**config.mk**
```make
export PLATFORM = sky130hd
export DESIGN_NAME = r5p_bus_sig_reader
export DESIGN_NICKNAME = d
export VERILOG_FILES = /design/src/rtl/r5p_bus_pkg.sv /design/src/rtl/r5p_sync_fifo.sv /design/src/rtl/r5p_bus_sig_reader.sv
export SDC_FILE = /design/constraint.sdc
export NUM_CORES = 1
export LEC_CHECK = 0
export BUFFER_PORTS_ARGS = -buffer_cell sky130_fd_sc_hd__buf_2
export CAP_MARGIN = 20
export CORE_MARGIN = 2
export CORE_UTILIZATION = 50
export CTS_CLUSTER_SIZE = 30
export DETAILED_ROUTE_END_ITERATION = 10
export MAX_ROUTING_LAYER = met4
export PLACE_DENSITY = 0.77
export RECOVER_POWER = 50
export SYNTH_ARGS = -nofsm -noshare
export SYNTH_HDL_FRONTEND = slang
export SYNTH_SLANG_ARGS = --single-unit
```
**constraint.sdc**
```tcl
create_clock -name clk -period 3.2 [get_ports clk]
set_input_delay 0.16 -clock clk [delete_from_list [all_inputs] [get_ports clk]]
set_output_delay 0.16 -clock clk [all_outputs]
set_load 0.02 [all_outputs]
```
**src/rtl/r5p_bus_pkg.sv**
```systemverilog
// r5p_bus_pkg: shared types and helpers for the r5p load/store bus initiators
package r5p_bus_pkg;

    typedef enum logic [1:0] {
        IDLE,
        READ,
        DRAIN
    } sig_rd_state_t;

    function automatic int wstep(input int dw);
        return dw / 8;
    endfunction

endpackage

```
**src/rtl/r5p_sync_fifo.sv**
```systemverilog
// r5p_sync_fifo: fall-through FIFO with occupancy count; a push into an empty FIFO is visible at once
module r5p_sync_fifo #(
    parameter int W = 33,
    parameter int D = 2
) (
    input  logic               clk,
    input  logic               rst,
    input  logic               push,
    input  logic [W-1:0]       din,
    input  logic               pop,
    output logic               vld,
    output logic [W-1:0]       dout,
    output logic [$clog2(D):0] count
);

    localparam int PW = $clog2(D);
    localparam int CW = PW + 1;

    logic [W-1:0]  mem [D];
    logic [PW-1:0] wp;
    logic [PW-1:0] rp;
    logic          empty;
    logic          wr;
    logic          rd;

    assign empty = count == '0;
    assign vld   = push || !empty;
    assign dout  = empty ? din : mem[rp];
    // a word that arrives into an empty FIFO and leaves in the same cycle is never stored
    assign wr    = push && !(empty && pop);
    assign rd    = pop && !empty;

    always_ff @(posedge clk) begin
        if (wr) mem[wp] <= din;
    end

    always_ff @(posedge clk or negedge rst) begin
        if (!rst) begin
            wp    <= '0;
            rp    <= '0;
            count <= '0;
        end else begin
            if (wr) wp <= wp + PW'(1);
            if (rd) rp <= rp + PW'(1);
            count <= count + CW'(wr) - CW'(rd);
        end
    end

endmodule

```
**src/rtl/r5p_bus_sig_reader.sv**
```systemverilog
// r5p_bus_sig_reader: reads the word range [cfg_beg, cfg_end) over the r5p bus
// and streams the words out in address order, flagging the last one
module r5p_bus_sig_reader
    import r5p_bus_pkg::*;
#(
    parameter int AW = 22,
    parameter int DW = 32,
    parameter int BW = DW / 8,
    parameter int FD = 2
) (
    input  logic          clk,
    input  logic          rst,
    input  logic [AW-1:0] cfg_beg,
    input  logic [AW-1:0] cfg_end,
    input  logic          start,
    output logic          busy,
    output logic          done,
    output logic          err,
    output logic          bus_vld,
    output logic          bus_wen,
    output logic [AW-1:0] bus_adr,
    output logic [BW-1:0] bus_ben,
    output logic [DW-1:0] bus_wdt,
    input  logic [DW-1:0] bus_rdt,
    input  logic          bus_rdy,
    output logic          str_vld,
    output logic [DW-1:0] str_dat,
    output logic          str_lst,
    input  logic          str_rdy
);

    localparam int            CW   = $clog2(FD) + 1;
    localparam logic [AW-1:0] STEP = AW'(wstep(DW));

    sig_rd_state_t state;
    logic [AW-1:0] adr;
    logic [AW-1:0] last;
    logic          infl;
    logic          infl_lst;
    logic          hs;
    logic          pop;
    logic          bad;
    logic [CW-1:0] cnt;
    logic [DW:0]   fdat;

    assign bad     = ((cfg_beg | cfg_end) & AW'(BW - 1)) != '0 || cfg_end < cfg_beg;
    assign hs      = bus_vld && bus_rdy;
    assign pop     = str_vld && str_rdy;
    assign busy    = state != IDLE;
    // the in-flight read already owns a FIFO slot, so it is counted against the depth
    assign bus_vld = state == READ && cnt + CW'(infl) < CW'(FD);
    assign bus_wen = 1'b0;
    assign bus_adr = adr;
    assign bus_ben = '1;
    assign bus_wdt = '0;
    assign str_dat = fdat[DW-1:0];
    assign str_lst = str_vld && fdat[DW];

    r5p_sync_fifo #(
        .W (DW + 1),
        .D (FD)
    ) u_fifo (
        .clk   (clk),
        .rst   (rst),
        .push  (infl),
        .din   ({infl_lst, bus_rdt}),
        .pop   (pop),
        .vld   (str_vld),
        .dout  (fdat),
        .count (cnt)
    );

    always_ff @(posedge clk or negedge rst) begin
        if (!rst) begin
            state    <= IDLE;
            adr      <= '0;
            last     <= '0;
            infl     <= 1'b0;
            infl_lst <= 1'b0;
            done     <= 1'b0;
            err      <= 1'b0;
        end else begin
            infl     <= hs;
            infl_lst <= adr == last;
            done     <= 1'b0;
            err      <= 1'b0;
            if (state == IDLE && start) begin
                err  <= bad;
                done <= !bad && cfg_beg == cfg_end;
                if (!bad && cfg_beg != cfg_end) begin
                    state <= READ;
                    adr   <= cfg_beg;
                    last  <= cfg_end - STEP;
                end
            end
            if (hs) begin
                adr <= adr + STEP;
                if (adr == last) state <= DRAIN;
            end
            if (state == DRAIN && !infl && cnt == '0) begin
                state <= IDLE;
                done  <= 1'b1;
            end
        end
    end

endmodule

```
==> results by group <==
Power and ir drop
  • Design Power: 6340 µW
  • Worst IR Drop VDD: between 0.4 and 0.5 mV
  • Leakage power total: ~0.0036 µW
  • Pwr Density: between 700 and 800 nW/µm²

Setup path
  • Critical Path Source: cfg_beg[21]
  • CP endpoint kind: flip-flop
  • Reg2Reg Depth: 7
  • Startpoint types: input port
  • Critical path arrival: ~3.4 ns
  • Worst r2r src: state[0]
  • Worst R2R End: last[9]
  • Register-to-register setup slack: 0.96 ns
  • Req. time, crit path: 3.50 ns
  • Max FO, Critical Path: 25
  • Critical path type: input port to flip-flop

Global route
  • Vias in the first global route: 5158
  • Initial antenna violation count: 0
  • Grt total ovfl: 0
  • Tot GR Track Use: between 20 and 30%
  • Largest net degree at the start of global routing: between 60 and 70
  • Global-route wire length before repair: about 27000 µm

Clock network
  • Post-CTS sizing: 0
  • Clock buffer depth: 2
  • Worst-path clk slew: roughly 0.060 ns
  • H-tree depth: 4
  • Clock Latency Late Sink: 0.42 ns
  • Root Buffer: clkbuf_16
  • TritonCTS clock tree: done
  • CTS sink count: 120
  • CTS Buf Count: 17

Yosys
  • Ranking of synthesized cells by area: edfxtp_1 30%, dfrtp_1 21%, a21oi_1 5.4%, ha_1 5.3%, mux2i_1 5.2%
  • Count leader, synth: a21oi_1
  • Distinct cells, synth: between 40 and 50
  • Synthesized flop and latch total: 120
  • Register area share after synthesis: roughly half
  • Commonest cells post-synth: 71 x a21oi_1, 66 x edfxtp_1, 54 x dfrtp_1, 54 x nor2_1, 37 x buf_4
  • Area leader, netlist: edfxtp_1
  • Main synth FF type: edfxtp_1
  • Share of the synthesized area in the top cell type: between 30 and 40%
  • Async S/R FF share, synth: 45.0%
  • Mapped Avg Cell Area: about 11 µm²
  • Area of the mapped netlist: 6580 µm²
  • Post-synth EDFFs: 66
  • Post-Synthesis Cells: 609
  • Ys Warns: 0

Timing
  • Final Skew: 0.00500 ns
  • RSZ-0062 raised after global routing: false
  • Max-slew headroom: 9.20%
  • Peak Freq: 327 MHz
  • Max Slew Vio Count: 0
  • Worst Tran Pin Value: 1.36 ns
  • Setup TNS Final: 0 ns
  • Final Hold Violating Endpoints: 0
  • Final Critical Period: between 3 and 4 ns
  • Setup violations, final: 0
  • Fin crit share: 95.5%

Hold path
  • Hold EP: bus_adr[5]
  • Hold Path Depth: 2
  • Hold Path Class: input port to flip-flop
  • Worst min-delay path startpoint: cfg_beg[5]

Route
  • Via count: 5275
  • Iter 0 DRT Violations: about 350
  • Drt pass-1 iters: 5
  • Via/cell ratio: 5.37
  • DRC viols: 0
  • Routed WL per cell: 17.5 µm
  • Post-DRT Antenna Nets: 0
  • Final WL: 17200 µm

Floorplan
  • Die Area: 14100 µm²
  • Core area: 12700 µm²
  • Die W: 119 µm
  • Cell Rows: 41
  • I/O pin cnt: between 150 and 200
  • Die Span Y: 119 µm
  • Initial Utilization: 51.7%

Placement
  • Hpwl dp: 11400 µm
  • GPL Wtd Cong: 0.926
  • I/O Buffers: 140

Finish
  • Nets: between 900 and 1000
  • Synth-to-Final Area Change: 25.6%
  • Antenna diodes: 0
  • Share of layout cells above drive strength 1: 18.0%

Run status
  • Status: completed

Flow run
  • Maxcap violations: 0
[metrics by stage]
step | hold slack (ns) | instance area [µm²] | setup slack, ns | std cells | util [%]
after floorplan | -0.136 | 6710 | 0.576 | 644 | -
after global placement | 0.171 | 7320 | 0.340 | 905 | 57.5
after detailed placement | 0.184 | 7320 | 0.265 | 905 | 57.5
after CTS | 0.00125 | 8340 | 0.168 | 982 | 65.5
after global routing | 0.0107 | 8260 | 0.00260 | 982 | 64.9
final | 0.0148 | 8260 | 0.145 | 982 | 64.9
[per-layer routing]
layer,up-vias,share of wire [%],global-route usage [%]
li1,2469,-,-
met1,2523,41,30.9
met2,234,49,40.8
met3,49,7.0,6.56
met4,0,2.8,9.75
met5,-,0,-
[layout make-up]
| cell class | instances | area [µm²] |
|---|---|---|
| timing repair buffer | 196 | 1160 |
| multi-input combinational | 426 | 2850 |
| sequential | 120 | 3330 |
| tap | 172 | 215 |
| clock inverter | 15 | 144 |
| inverter | 36 | 135 |
| clock buffer | 17 | 425 |
| fill | 1021 | 4460 |
[report_power, final]
part | switching (µW) | internal [µW] | leakage [µW]
sequential | 401 | 1940 | 0.00129
clock | 729 | 1080 | 0.000272
combinational | 1350 | 844 | 0.00206
[how the worst max path moves through the flow]
stage / to / slack (ns)
floorplan: u_fifo.mem[0][0] / 0.58
global placement: bus_adr[5] / 0.34
detailed placement: bus_adr[2] / 0.27
CTS: bus_adr[2] / 0.17
global route: bus_adr[2] / 0.003
finish: bus_adr[2] / 0.15
[layout by cell type, fill, tap and decap left out, drive strengths merged, types with 8 or more instances in the layout]
| cell type | Yosys | routed |
|---|---|---|
| clkbuf | 16 | 78 |
| nand4 | 9 | 9 |
| conb | 2 | 37 |
| dfrtp | 54 | 54 |
| dlygate4sd3 | 0 | 45 |
| a221o | 8 | 8 |
| mux2i | 34 | 34 |
| nor3 | 12 | 12 |
| mux2 | 18 | 18 |
| o21ai | 12 | 12 |
| inv | 36 | 40 |
| edfxtp | 66 | 66 |
| xnor2 | 29 | 29 |
| nor2 | 54 | 54 |
| ha | 28 | 28 |
| xor2 | 22 | 22 |
| a21oi | 71 | 71 |
| nand2 | 27 | 27 |
| nand3 | 11 | 11 |
| buf | 46 | 90 |
[kinds of logic (layout without fill, tap and decap cells)]
| logic type | count (synthesis) | after routing | synth area share (%) |
|---|---|---|---|
| xor gates and xnor gates | 51 | 51 | 6.79 |
| other | 2 | 37 | 0.114 |
| muxes | 52 | 52 | 8.26 |
| buffers and inverters | 98 | 264 | 8.11 |
| DFF | 120 | 120 | 50.7 |
| and+or+nand+nor | 150 | 150 | 11.0 |
| adders and majority gates | 28 | 28 | 5.33 |
| AOI/OAI and AO/OA | 108 | 108 | 9.71 |
[worst max-delay path: stages]
cell           delay (ns)
dlygate4sd3_1        0.52
buf_2                0.11
inv_1                0.04
ha_1                 0.30
nand4_1              0.18
or3_1                0.44
or4_4                0.44
o21a_1               0.32
and2_1               0.22
buf_4                0.23
a221o_1              0.38
[registers in the layout, summed over array words and instances, names as in the netlist]
| name | cells |
|---|---|
| infl_lst | 1 |
| u_fifo.rp | 1 |
| err | 1 |
| infl | 1 |
| state | 2 |
| done | 1 |
| u_fifo.wp | 1 |
| u_fifo.count | 2 |
| u_fifo.mem | 66 |
| last | 22 |
| bus_adr | 22 |
[what timing repair did]
item                      in CTS  in global routing
setup buffers                  0                  0
hold endpoints to repair      99                  0
hold buffers                  45                  0
(Power assumes the default switching activity.)
